--- config.mk ---
export PLATFORM = sky130hd
export DESIGN_NAME = issue_scoreboard_flat
export DESIGN_NICKNAME = d
export VERILOG_FILES = /design/src/rtl/issue_scoreboard_pkg.sv /design/src/rtl/issue_scoreboard_if.sv /design/src/rtl/scoreboard_lookup.sv /design/src/rtl/issue_scoreboard.sv /design/src/flat_wrapper.sv
export SDC_FILE = /design/constraint.sdc
export NUM_CORES = 1
export LEC_CHECK = 0
export ABC_CLOCK_PERIOD_IN_PS = 5800
export BUFFER_PORTS_ARGS = -buffer_cell sky130_fd_sc_hd__buf_2
export CORE_ASPECT_RATIO = 1.5
export CORE_MARGIN = 1
export CORE_UTILIZATION = 25
export DETAILED_ROUTE_END_ITERATION = 7
export GPL_TIMING_DRIVEN = 0
export PLACE_DENSITY = 0.36
export REMOVE_ABC_BUFFERS = 1
export SETUP_SLACK_MARGIN = 0.05
export SLEW_MARGIN = 20
export SYNTH_ARGS = -nofsm -noshare
export SYNTH_HDL_FRONTEND = slang
export SYNTH_SLANG_ARGS = --single-unit
--- constraint.sdc ---
create_clock -name clk -period 5.8 [get_ports clk]
set_input_delay 0.29 -clock clk [delete_from_list [all_inputs] [get_ports clk]]
set_output_delay 0.29 -clock clk [all_outputs]
set_load 0.02 [all_outputs]
--- src/rtl/issue_scoreboard_pkg.sv ---
// Shared types and constants for the dual-issue register scoreboard.
// Feature macro SCOREBOARD_DUAL_ISSUE_EN enables slot-1 issue and allocation.
package issue_scoreboard_pkg;

  localparam int NUM_REGS  = 32;
  localparam int REG_IDX_W = $clog2(NUM_REGS);
  localparam int REG_WIDTH = REG_IDX_W;

  localparam logic [2:0] POS_EXECUTE = 3'b100;
  localparam logic [2:0] POS_MEMORY  = 3'b010;
  localparam logic [2:0] POS_COMMIT  = 3'b001;
  localparam logic [2:0] POS_NONE    = 3'b000;

  typedef struct packed {
    logic [2:0] position;
    logic       line;
  } SCORE_BOARD_DATA;

  typedef struct packed {
    SCORE_BOARD_DATA data;
    logic            is_load;
  } sb_entry_t;

  // One pipeline step: execute -> memory -> commit -> gone.
  function automatic logic [2:0] age_position(input logic [2:0] pos);
    return {1'b0, pos[2:1]};
  endfunction

endpackage

--- src/rtl/issue_scoreboard_if.sv ---
// Request/grant bundle between decode/issue and the scoreboard.
// Feature macro SCOREBOARD_DUAL_ISSUE_EN affects only how the scoreboard grants slot 1.
interface issue_scoreboard_if;
  import issue_scoreboard_pkg::*;

  // Handshake: req_valid[i] is a request for slot i; issue_grant[i] is the same-cycle
  // combinational answer, and an instruction is consumed only on a clock edge where
  // both are high. Requests must stay stable until granted or withdrawn.
  logic                            advance;
  logic                            flush;
  logic [1:0]                      req_valid;
  logic [1:0][REG_IDX_W-1:0]       req_dst;
  logic [1:0]                      req_wen;
  logic [1:0]                      req_is_load;
  logic [3:0][REG_IDX_W-1:0]       req_src;
  logic [3:0]                      req_src_used;
  logic [1:0]                      issue_grant;
  SCORE_BOARD_DATA [3:0]           score_board_data;
  logic [3:0]                      src_from_regfile;

  modport master (
    output advance, flush, req_valid, req_dst, req_wen, req_is_load, req_src, req_src_used,
    input  issue_grant, score_board_data, src_from_regfile
  );

  modport slave (
    input  advance, flush, req_valid, req_dst, req_wen, req_is_load, req_src, req_src_used,
    output issue_grant, score_board_data, src_from_regfile
  );

endinterface

--- src/rtl/scoreboard_lookup.sv ---
// Single-operand scoreboard read: bypass descriptor, register-file select and readiness.
// Behaviour is the same with or without SCOREBOARD_DUAL_ISSUE_EN.
module scoreboard_lookup
  import issue_scoreboard_pkg::*;
(
    input  sb_entry_t                i_entry,
    input  logic [REG_IDX_W-1:0]     i_src,
    output SCORE_BOARD_DATA          o_data,
    output logic                     o_from_regfile,
    output logic                     o_ready
);

    logic w_from_regfile;

    assign w_from_regfile = (i_entry.data.position == POS_NONE) || (i_src == '0);
    assign o_from_regfile = w_from_regfile;
    assign o_data         = w_from_regfile ? '0 : i_entry.data;
    // A load still in execute has no value to bypass yet.
    assign o_ready        = w_from_regfile ||
                            !(i_entry.is_load && (i_entry.data.position == POS_EXECUTE));

endmodule

--- src/rtl/issue_scoreboard.sv ---
// Per-register producer tracking, operand descriptors and dual-slot issue interlock.
// Define SCOREBOARD_DUAL_ISSUE_EN to let slot 1 issue and allocate; otherwise slot 0 only.
module issue_scoreboard
  import issue_scoreboard_pkg::*;
(
    input  logic                     clk,
    input  logic                     rst,
    issue_scoreboard_if.slave        sb
);

    sb_entry_t       r_entries [NUM_REGS];
    sb_entry_t       w_next    [NUM_REGS];
    sb_entry_t       w_entry   [4];
    SCORE_BOARD_DATA w_data    [4];
    logic [3:0]      w_from_rf;
    logic [3:0]      w_ready;
    logic            w_can_issue;
    logic            w_grant0;
    logic            w_grant1;

    for (genvar k = 0; k < 4; k++) begin : g_lookup
        assign w_entry[k] = r_entries[sb.req_src[k]];
        scoreboard_lookup u_lookup (
            .i_entry        (w_entry[k]),
            .i_src          (sb.req_src[k]),
            .o_data         (w_data[k]),
            .o_from_regfile (w_from_rf[k]),
            .o_ready        (w_ready[k])
        );
        assign sb.score_board_data[k] = w_data[k];
    end

    assign sb.src_from_regfile = w_from_rf;

    assign w_can_issue = !rst && sb.advance && !sb.flush;
    assign w_grant0    = w_can_issue && sb.req_valid[0] &&
                         (&(w_ready[1:0] | ~sb.req_src_used[1:0]));

`ifdef SCOREBOARD_DUAL_ISSUE_EN
    logic w_raw;

    // Slot 1 cannot bypass from its own pair partner in the same cycle.
    assign w_raw    = sb.req_wen[0] && (sb.req_dst[0] != '0) &&
                      ((sb.req_src_used[2] && (sb.req_src[2] == sb.req_dst[0])) ||
                       (sb.req_src_used[3] && (sb.req_src[3] == sb.req_dst[0])));
    assign w_grant1 = w_grant0 && sb.req_valid[1] && !w_raw &&
                      (&(w_ready[3:2] | ~sb.req_src_used[3:2]));
`else
    logic w_unused;

    assign w_grant1 = 1'b0;
    assign w_unused = ^{sb.req_valid[1], sb.req_dst[1], sb.req_wen[1], sb.req_is_load[1],
                        sb.req_src_used[3:2], w_ready[3:2]};
`endif

    assign sb.issue_grant = {w_grant1, w_grant0};

    always_comb begin
        for (int i = 0; i < NUM_REGS; i++) begin
            w_next[i] = r_entries[i];
            if (sb.advance) begin
                if (age_position(r_entries[i].data.position) == POS_NONE) begin
                    w_next[i] = '0;
                end else begin
                    w_next[i].data.position = age_position(r_entries[i].data.position);
                end
            end
        end
        if (w_grant0 && sb.req_wen[0] && (sb.req_dst[0] != '0)) begin
            w_next[sb.req_dst[0]].data.position = POS_EXECUTE;
            w_next[sb.req_dst[0]].data.line     = 1'b0;
            w_next[sb.req_dst[0]].is_load       = sb.req_is_load[0];
        end
`ifdef SCOREBOARD_DUAL_ISSUE_EN
        // Slot 1 is younger, so its write to a shared destination wins.
        if (w_grant1 && sb.req_wen[1] && (sb.req_dst[1] != '0)) begin
            w_next[sb.req_dst[1]].data.position = POS_EXECUTE;
            w_next[sb.req_dst[1]].data.line     = 1'b1;
            w_next[sb.req_dst[1]].is_load       = sb.req_is_load[1];
        end
`endif
        w_next[0] = '0;
    end

    always_ff @(posedge clk or posedge rst) begin
        if (rst) begin
            for (int i = 0; i < NUM_REGS; i++) r_entries[i] <= '0;
        end else if (sb.flush) begin
            for (int i = 0; i < NUM_REGS; i++) r_entries[i] <= '0;
        end else begin
            r_entries <= w_next;
        end
    end

endmodule

--- src/flat_wrapper.sv ---
// flat-port wrapper written by rule: the top's interface ports become plain ports
module issue_scoreboard_flat import issue_scoreboard_pkg::*;
  (clk, rst, sb_advance, sb_flush, sb_req_valid, sb_req_dst, sb_req_wen, sb_req_is_load, sb_req_src, sb_req_src_used, sb_issue_grant, sb_score_board_data, sb_src_from_regfile);
  issue_scoreboard_if sb_i ();
  input  logic clk;
  input  logic rst;
  input wire logic [$bits(sb_i.advance)-1:0] sb_advance;
  input wire logic [$bits(sb_i.flush)-1:0] sb_flush;
  input wire logic [$bits(sb_i.req_valid)-1:0] sb_req_valid;
  input wire logic [$bits(sb_i.req_dst)-1:0] sb_req_dst;
  input wire logic [$bits(sb_i.req_wen)-1:0] sb_req_wen;
  input wire logic [$bits(sb_i.req_is_load)-1:0] sb_req_is_load;
  input wire logic [$bits(sb_i.req_src)-1:0] sb_req_src;
  input wire logic [$bits(sb_i.req_src_used)-1:0] sb_req_src_used;
  output wire logic [$bits(sb_i.issue_grant)-1:0] sb_issue_grant;
  output wire logic [$bits(sb_i.score_board_data)-1:0] sb_score_board_data;
  output wire logic [$bits(sb_i.src_from_regfile)-1:0] sb_src_from_regfile;
  assign sb_i.advance = sb_advance;
  assign sb_i.flush = sb_flush;
  assign sb_i.req_valid = sb_req_valid;
  assign sb_i.req_dst = sb_req_dst;
  assign sb_i.req_wen = sb_req_wen;
  assign sb_i.req_is_load = sb_req_is_load;
  assign sb_i.req_src = sb_req_src;
  assign sb_i.req_src_used = sb_req_src_used;
  assign sb_issue_grant = sb_i.issue_grant;
  assign sb_score_board_data = sb_i.score_board_data;
  assign sb_src_from_regfile = sb_i.src_from_regfile;
  issue_scoreboard u_core (.clk(clk), .rst(rst), .sb(sb_i));
endmodule
==> results of run 1 <==
==> cell type report <==
class / instances / area [um2] / area share
Multi-Input combinational cell: 763 / 7570 / 0.569
Clock buffer: 20 / 457 / 0.0343
Tap cell: 600 / 751 / 0.0564
Sequential cell: 155 / 3880 / 0.291
Inverter: 15 / 63.8 / 0.00480
Clock inverter: 12 / 163 / 0.0122
Timing Repair Buffer: 61 / 425 / 0.0320
==> per-layer routing <==
| layer | part of all wire | wire length (um) | up-vias |
|---|---|---|---|
| li1 | - | - | 3989 |
| met1 | 0.41 | 19400 | 4800 |
| met2 | 0.52 | 25000 | 260 |
| met3 | 0.041 | 1970 | 47 |
| met4 | 0.025 | 1210 | 4 |
| met5 | 0.00063 | 30 | - |
==> final timing paths <==
path	startpoint	endpoint	depth (start not counted)
max	sb_req_src[6]	sb_issue_grant[0]	10
min reg2reg	u_core.r_entries[76]	u_core.r_entries[76]	2
max in group asynchronous	rst	u_core.r_entries[39]	4
max reg2reg	u_core.r_entries[69]	u_core.r_entries[145]	9
min	sb_req_dst[1]	u_core.r_entries[139]	4
min in group asynchronous	rst	u_core.r_entries[139]	3
==> cells by family after synthesis <==
family          after synthesis
mux                         285
compound gates              105
simple gates                372
other cells                   1
flops                       155
buf+inv                     122
==> timing repair <==
action | CTS | global route
hold buffers | 1 | 0
endpoints found under the hold margin | 75 | 0
gates resized for setup | 0 | 0
==> power by group through the flow <==
stage	Clock (mW)	Sequential [mW]	Combinational, mW
5_1_grt	1.28	1.08	0.369
3_3_place_gp	0	1.10	0.343
4_1_cts	1.25	1.08	0.350
6_report	1.22	1.08	0.345
2_1_floorplan	0	1.10	0.145
3_5_place_dp	0	1.10	0.349
==> worst min-delay path, cell delays in order <==
cell	delay, ns
buf_2	0.11
nor4b_2	0.09
nand3_1	0.09
a21oi_1	0.06
==> cells in the final DEF (no fill, tap or decap), types with 13 or more instances in the layout <==
| cell | count |
|---|---|
| mux2_2 | 27 |
| o21ai_0 | 13 |
| nor3b_1 | 39 |
| and3_1 | 21 |
| nand3_1 | 27 |
| nor3_1 | 80 |
| mux2i_1 | 124 |
| clkbuf_16 | 17 |
| a21oi_1 | 29 |
| nor2b_1 | 26 |
| nand2b_1 | 27 |
| buf_2 | 49 |
| dfrtp_1 | 155 |
| nor2_1 | 34 |
| nand2_1 | 53 |
| nor4b_2 | 22 |
| mux4_2 | 119 |
==> metrics by stage <==
stage	worst slack [ns]	utilization	cells
2_1_floorplan	1.33	-	933
3_3_place_gp	-1.24	0.262	1587
3_5_place_dp	1.50	0.266	1593
4_1_cts	1.60	0.279	1626
5_1_grt	1.34	0.279	1626
6_report	1.36	0.279	1626
==> key figures, run 1 <==
Route
  – Drc violations: 0
  – Routed wire per std cell: 29.3 um
  – TritonRoute pass-1 iters: 5
  – Routed wire length: 47.7 mm
  – Number of vias per cell: 5.60
  – Initial drt markers: 692
  – Vias post-DR: 9100
  – Final ANT Viol Nets: 0

Place
  – GPL Wtd Cong: 0.873
  – Placed cell areas: 12700 um2
  – IO buf count: 54
  – Dpl hpwl: 33.3 mm

Yosys
  – Yosys warns: 0
  – Post-Synth Adder-Cell Area: 0
  – Avg Synthesized Cell Area: 11.6 um2
  – Sequential share of the synthesized area: 0.320
  – Share of the synthesized area in the top cell type: 0.320
  – Synth Instances: 1040
  – Largest area contributor in the synthesized netlist: dfrtp_1
  – Post-synth top cells: dfrtp_1 (155), mux2i_1 (124), mux4_2 (119)
  – Netlist cell types: 56
  – Async set-or-reset flop fraction in the synthesized netlist: 1.00
  – Main combinational cell family by area after synthesis: multiplexers
  – Simple-gate portion of the synthesized area: 0.194
  – Most frequent cell after synthesis: dfrtp_1
  – Seq cells post-synth: 155
  – Mux cell area share after synthesis: 0.368
  – Compound-Gate Fraction of Synth Area: 0.0623
  – Most used flip-flop cell after synthesis: dfrtp_1
  – Synth area leaders: dfrtp_1 (32%), mux4_2 (22%), mux2i_1 (10%)
  – Mapped Area: 12100 um2
  – Synth Area in XOR/XNOR: 0
  – Post-synth EDFFs: 0

STA
  – Fin crit share: 0.765
  – WHS: 0.232 ns
  – Headroom to the max-slew limit: 0.0877
  – Final Hold Fails: 0
  – Slew Viols, Final: 0
  – Setup TNS: 0 ns
  – Worst slew pin tran: 1.37 ns
  – FMAX: 225 MHz
  – RSZ-0062 raised after global routing: false
  – Skew final: 0.0141 ns
  – Tmin final: 4.44 ns
  – Final setup vio count: 0

Flow run
  – Max-cap violations: 0

Pwr
  – Pint: 1.89 mW
  – Seq pwr share: 0.409
  – Total leakage power: 5.36 nW
  – Clock share of power: 0.460
  – Switching pwr: 0.751 mW
  – Peak VDD IR: 215 uV
  – Tot Pwr: 2.64 mW
  – Sw Ratio: 0.284
  – Pwr per Cell Area: 199 nW/um2
  – Combinational share of power: 0.131

Final layout
  – Layout cells sized above 1: 0.291
  – Largest Register: u_core.r_entries
  – Biggest regs: u_core.r_entries (155)
  – Fillers: 4876
  – Fin nets: 1057
  – Ant diodes: 0
  – Largest register FFs: 155
  – Layout area overhead: 9.96%
  – Design area: 13300 um2

Global route
  – Met1 usage in global routing: 0.242
  – GR Layer Usage met2: 0.349
  – Met3 usage: 0.0326
  – Initial antenna violation count: 3
  – Total gr overflow: 0
  – Vias in the first global route: 9191
  – Total track usage: 0.197
  – Largest net degree at the start of global routing: 93
  – GR peak layer: met2
  – First-pass GRT wire length: 69.6 mm

Clock tree
  – Worst skew pair latency: 0.46 ns
  – Reg clk slew, reported paths: 0.06 ns
  – Post-CTS Setup Inserts: 0
  – Total CTS buffers: 17
  – Root Buffer: clkbuf_16
  – CTS Sinks: 155
  – CTS tree: done
  – H-tree levels: 4
  – Clock buffer depth: 2

Worst setup path
  – Crit-path max FO: 51
  – Delay-heaviest family, CP: compound AO/OA/AOI/OAI gates
  – Crit path cell chain: buf_4, nor2b_1, a22oi_1, o21ai_0, o31ai_1, a221oi_1, nand4_1, o32a_4, and2_1, buf_2
  – Req. time, crit path: 5.51 ns
  – Critical path class: primary input to primary output
  – Startpoint types: primary input
  – CP endpoint kind: primary output
  – R2R Setup Slk: 1.81 ns
  – Crit path largest cell delay: 1.08 ns
  – CP max-delay cell: a221oi_1
  – Crit path buf inv count: 2
  – Critical path arrival: 4.15 ns

Floorplan
  – Initial Util: 0.254
  – Io pins: 66
  – Die area: 49300 um2
  – Die height: 271 um
  – Core Region: 47700 um2
  – Die X: 182 um
  – FP Rows: 98

Hold path
  – Worst hold path class: primary input to flip-flop

Outcome
  – Status: completed
No activity file was read; power rests on OpenSTA's default activity.
==> run 2, diff against run 1 <==
ABC_CLOCK_PERIOD_IN_PS = 3800   (was 5800)
PLACE_DENSITY = 0.38   (was 0.36)
clock period = 3.8 ns   (was 5.8 ns; I/O delays follow)
==> run 2 against run 1 <==
Compared with the run above:
- critical endpoint unchanged
- final cell count rose by 0.12%
- sequential power grew 53%
- sequential share of layout area shrank 0.052 points
- highest routed layer unchanged
- utilization barely moved
- total power grew 48%
- first-iteration DRC count up 18%
==> key figures, run 2 (synthesized netlist as in run 1, its figures left out) <==
Route
  – Met3 WL: 1.84 mm
  – Final ANT Viol Nets: 0
  – Drc violations: 0
  – Routed metal-1 wire length: 19.3 mm
  – Max layer used: met5
  – TritonRoute pass-1 iters: 5
  – Routed wire per std cell: 28.9 um
  – Initial drt markers: 819
  – Met2 Wirelength: 24.4 mm
  – Routed wire length: 47.0 mm
  – Vias post-DR: 9167
  – Number of vias per cell: 5.63

STA
  – Headroom to the max-slew limit: 0.335
  – RSZ-0062 raised after global routing: false
  – Worst slew pin tran: 0.998 ns
  – Skew final: 0.0147 ns
  – Final setup vio count: 0
  – Fin crit share: 0.965
  – Tmin final: 3.67 ns
  – FMAX: 273 MHz
  – Slew Viols, Final: 0
  – Final Hold Fails: 0

Flow run
  – Max-cap violations: 0

Final layout
  – Most common cell after layout, fill and taps aside: dfrtp_1
  – Final core occ: 0.279
  – Fillers: 4903
  – Layout area overhead: 10.2%
  – Fin nets: 1059
  – Largest register FFs: 155
  – Biggest regs: u_core.r_entries (155)
  – Largest Register: u_core.r_entries
  – Most frequent cells in the layout: dfrtp_1 (155), mux2i_1 (124), mux4_2 (119)
  – Layout cells sized above 1: 0.297
  – Ant diodes: 0

Global route
  – Largest net degree at the start of global routing: 106
  – First-pass GRT wire length: 68.9 mm
  – Total gr overflow: 0
  – Total track usage: 0.195
  – Initial antenna violation count: 2
  – Vias in the first global route: 9188

Outcome
  – Status: completed

Worst setup path
  – CP endpoint kind: primary output
  – Req. time, crit path: 3.61 ns
  – Critical path class: primary input to primary output
  – Reg2reg path depth: 9
  – Worst Setup SP: sb_req_src[7]
  – Critical path arrival: 3.48 ns
  – Startpoint types: primary input
  – Crit-path max FO: 31
  – Reg2reg start: u_core.r_entries[143]

Place
  – IO buf count: 54
  – GPL Wtd Cong: 0.867
  – Dpl hpwl: 32.3 mm

Clock tree
  – Reg clk slew, reported paths: 0.06 ns
  – Root Buffer: clkbuf_16
  – H-tree levels: 4
  – Total CTS buffers: 17
  – CTS tree: done
  – Clock buffer depth: 2
  – Post-CTS Setup Inserts: 0
  – Worst skew pair latency: 0.46 ns
  – CTS Sinks: 155

Hold path
  – Worst hold path class: primary input to flip-flop
  – Hold path cells: 2
  – Worst hold start: sb_flush

Pwr
  – Peak VDD IR: 306 uV
  – Pwr per Cell Area: 294 nW/um2
  – Total leakage power: 5.34 nW
  – Tot Pwr: 3.92 mW

Floorplan
  – Io pins: 66
  – FP Rows: 98
  – Initial Util: 0.254
  – Die height: 271 um
  – Die X: 182 um
  – Core Region: 47700 um2
  – Die area: 49300 um2
run 2: report_power, final:
part	leakage, nW	internal, mW	switching (mW)
logic	2.91	0.167	0.374
registers	2.17	1.65	0.00109
clock network	0.270	0.971	0.758
total	5.34	2.79	1.13
run 2: worst paths after layout:
| path | end | slack [ns] |
|---|---|---|
| worst min register to register | u_core.r_entries[76] | 0.56 |
| worst min-delay path | u_core.r_entries[114] | 0.13 |
| worst max-delay path | sb_issue_grant[0] | 0.13 |
| min in group asynchronous | u_core.r_entries[139] | 0.36 |
| max in group asynchronous | u_core.r_entries[30] | 2.63 |
| worst max register to register | u_core.r_entries[96] | 0.41 |
run 2: layout make-up:
cell class	instances	area, um2	share of cell area
well taps	600	751	0.0563
clock inverters	13	144	0.0108
inverters	15	63.8	0.00479
repair buffers	61	437	0.0328
multi-input cells	765	7620	0.572
clock buffers	19	433	0.0325
flip-flops and latches	155	3880	0.291
run 2: critical path, cell delays in order:
cell and delay [ns]:
buf_2 0.61, nor2b_1 0.62, a22oi_1 0.17, a41oi_1 0.44
o311a_1 0.29, nand4_1 0.27, o32a_4 0.47, and2_1 0.21
buf_2 0.16
run 2: what timing repair did:
action                     4_1_cts  5_1_grt
resized for setup                1        6
hold endpoints to repair        75        0
hold buffers                     1        0
cloned                           2        0
pin swaps                        1        0
setup endpoints to repair        2       43
run 2: metrics by stage:
step | setup slack [ns] | instance area [um2] | std cells | hold slack, ns | setup TNS, ns
2_1_floorplan | -0.568 | 11500 | 933 | 0.253 | -88.06
3_3_place_gp | -2.95 | 12500 | 1587 | 0.544 | -616.17
3_5_place_dp | -0.451 | 12700 | 1593 | 0.320 | -29.00
4_1_cts | 0.0600 | 13300 | 1628 | 0.121 | 0
5_1_grt | 0.0981 | 13300 | 1628 | 0.144 | 0
6_report | 0.132 | 13300 | 1628 | 0.127 | 0
run 2: layer usage:
| layer | up-vias | track usage |
|---|---|---|
| met1 | 4828 | 0.244 |
| li1 | 3987 | - |
| met5 | - | 0 |
| met4 | 2 | 0.0729 |
| met3 | 53 | 0.0243 |
| met2 | 297 | 0.340 |
==> run 3, diff against run 2 <==
PLACE_DENSITY = 0.49   (was 0.38)
==> run 3 against run 2 <==
Compared with the run above:
- sequential share of layout area is essentially flat
- non-clock buffer count unchanged
- setup slack gained 0.0039 ns
- sequential cell count is the same
- register-to-register slack about the same
==> key figures, run 3 (synthesized netlist as in run 1, its figures left out) <==
Pwr
  – Pwr per Cell Area: 292 nW/um2
  – Tot Pwr: 3.89 mW
  – Peak VDD IR: 325 uV
  – Total leakage power: 5.35 nW

Final layout
  – Final core occ: 0.279
  – Fillers: 4933
  – Design area: 13300 um2
  – Largest register FFs: 155
  – Fin cells: 1629
  – Most common cell after layout, fill and taps aside: dfrtp_1
  – Layout cells sized above 1: 0.297
  – Biggest regs: u_core.r_entries (155)
  – Most frequent cells in the layout: dfrtp_1 (155), mux2i_1 (124), mux4_2 (119)
  – Largest Register: u_core.r_entries
  – Layout area overhead: 10.1%
  – Fin nets: 1059

Clock tree
  – Reg clk slew, reported paths: 0.07 ns
  – H-tree levels: 4
  – Worst skew pair latency: 0.46 ns
  – Root Buffer: clkbuf_16
  – Clock buffer depth: 2
  – CTS Sinks: 155
  – Total CTS buffers: 17
  – CTS tree: done

Hold path
  – Worst hold path class: primary input to flip-flop
  – Worst hold start: sb_req_dst[0]
  – Hold path cells: 4

Worst setup path
  – CP endpoint kind: primary output
  – Crit path cell chain: buf_2, nor2b_1, a22oi_1, a41oi_1, o311a_1, nand4_1, o32a_4, and2_1, buf_2
  – CP max-delay cell: nor2b_1
  – Reg2reg path depth: 9
  – Req. time, crit path: 3.61 ns
  – Cell repeated most along the worst path: buf_2
  – Worst Setup SP: sb_req_src[7]
  – Startpoint types: primary input
  – Critical path class: primary input to primary output
  – Crit path largest cell delay: 0.68 ns
  – Critical path arrival: 3.47 ns
  – Reg2reg start: u_core.r_entries[133]
  – Crit-path max FO: 31

STA
  – Final setup vio count: 0
  – Fin crit share: 0.964
  – Setup TNS: 0 ns
  – Final Hold Fails: 0
  – Skew final: 0.0119 ns
  – RSZ-0062 raised after global routing: false
  – Tmin final: 3.66 ns
  – WHS: 0.148 ns
  – Worst slew pin tran: 0.967 ns
  – Worst-case setup margin in the final layout: 0.136 ns
  – Slew Viols, Final: 0
  – FMAX: 273 MHz
  – Headroom to the max-slew limit: 0.355

Route
  – Routed metal-1 wire length: 16.9 mm
  – Met3 WL: 2.37 mm
  – Met2 Wirelength: 22.2 mm
  – Final ANT Viol Nets: 0
  – Number of vias per cell: 5.81
  – Routed wire length: 43.8 mm
  – TritonRoute pass-1 iters: 6
  – Vias post-DR: 9465
  – Initial drt markers: 903
  – Drc violations: 0
  – Max layer used: met5
  – Routed wire per std cell: 26.9 um

Floorplan
  – Initial Util: 0.254
  – Die height: 271 um
  – Die X: 182 um
  – Die area: 49300 um2
  – FP Rows: 98
  – Core Region: 47700 um2
  – Io pins: 66

Place
  – Placed cell areas: 12700 um2
  – IO buf count: 54
  – Worst slack, placed: -0.404 ns
  – GPL Wtd Cong: 0.915
  – Placed cell count: 1593
  – Dpl hpwl: 30.4 mm

Global route
  – Initial antenna violation count: 5
  – Total gr overflow: 0
  – Largest net degree at the start of global routing: 87
  – Vias in the first global route: 9275
  – First-pass GRT wire length: 64.7 mm
  – Total track usage: 0.179

Outcome
  – Status: completed

Flow run
  – Max-cap violations: 0
[run 3: cell count changes in the layout (fill, tap and decap cells not counted), moves of 2 or more]
cell / delta
buf_2: -2
buf_4: +2
clkbuf_1: -2
clkbuf_8: +3
clkinvlp_4: -2
[run 3: worst paths after layout]
| path | slack (ns) | end |
|---|---|---|
| max in group asynchronous | 2.63 | u_core.r_entries[32] |
| min in group asynchronous | 0.36 | u_core.r_entries[139] |
| max | 0.14 | sb_issue_grant[0] |
| min reg2reg | 0.58 | u_core.r_entries[76] |
| min | 0.15 | u_core.r_entries[139] |
| max reg2reg | 0.42 | u_core.r_entries[40] |
[run 3: report_power, final]
part	total (mW)	switching, mW	internal [mW]
combinational	0.527	0.361	0.166
sequential	1.65	0.00107	1.65
clock	1.71	0.756	0.957
[run 3: timing repair]
item,4_1_cts,5_1_grt
gates resized for setup,1,4
hold buffers,1,0
buffers inserted,0,0
endpoints found under the setup margin,3,1
endpoints found under the hold margin,75,0
pin swaps,1,1
gates cloned,1,1
[run 3: cell type report]
type,instances,area (um2),share of cell area
Multi-Input combinational cell,765,7610,0.571
Sequential cell,155,3880,0.291
Tap cell,600,751,0.0563
Clock buffer,20,467,0.0350
Timing Repair Buffer,61,442,0.0332
Clock inverter,12,113,0.00845
Inverter,15,63.8,0.00479
Antenna cell,1,2.50,0.000188
[run 3: worst max-delay path: cells and delay by family]
kind            cells  cell delay [ns]
compound gates      4             1.31
simple gates        3             1.12
buf+inv             2             0.80
[run 3: metal layers]
layer	vias to the layer above	global-route usage
li1	3998	-
met2	401	0.308
met5	-	0
met3	101	0.0284
met4	8	0.0997
met1	4957	0.213
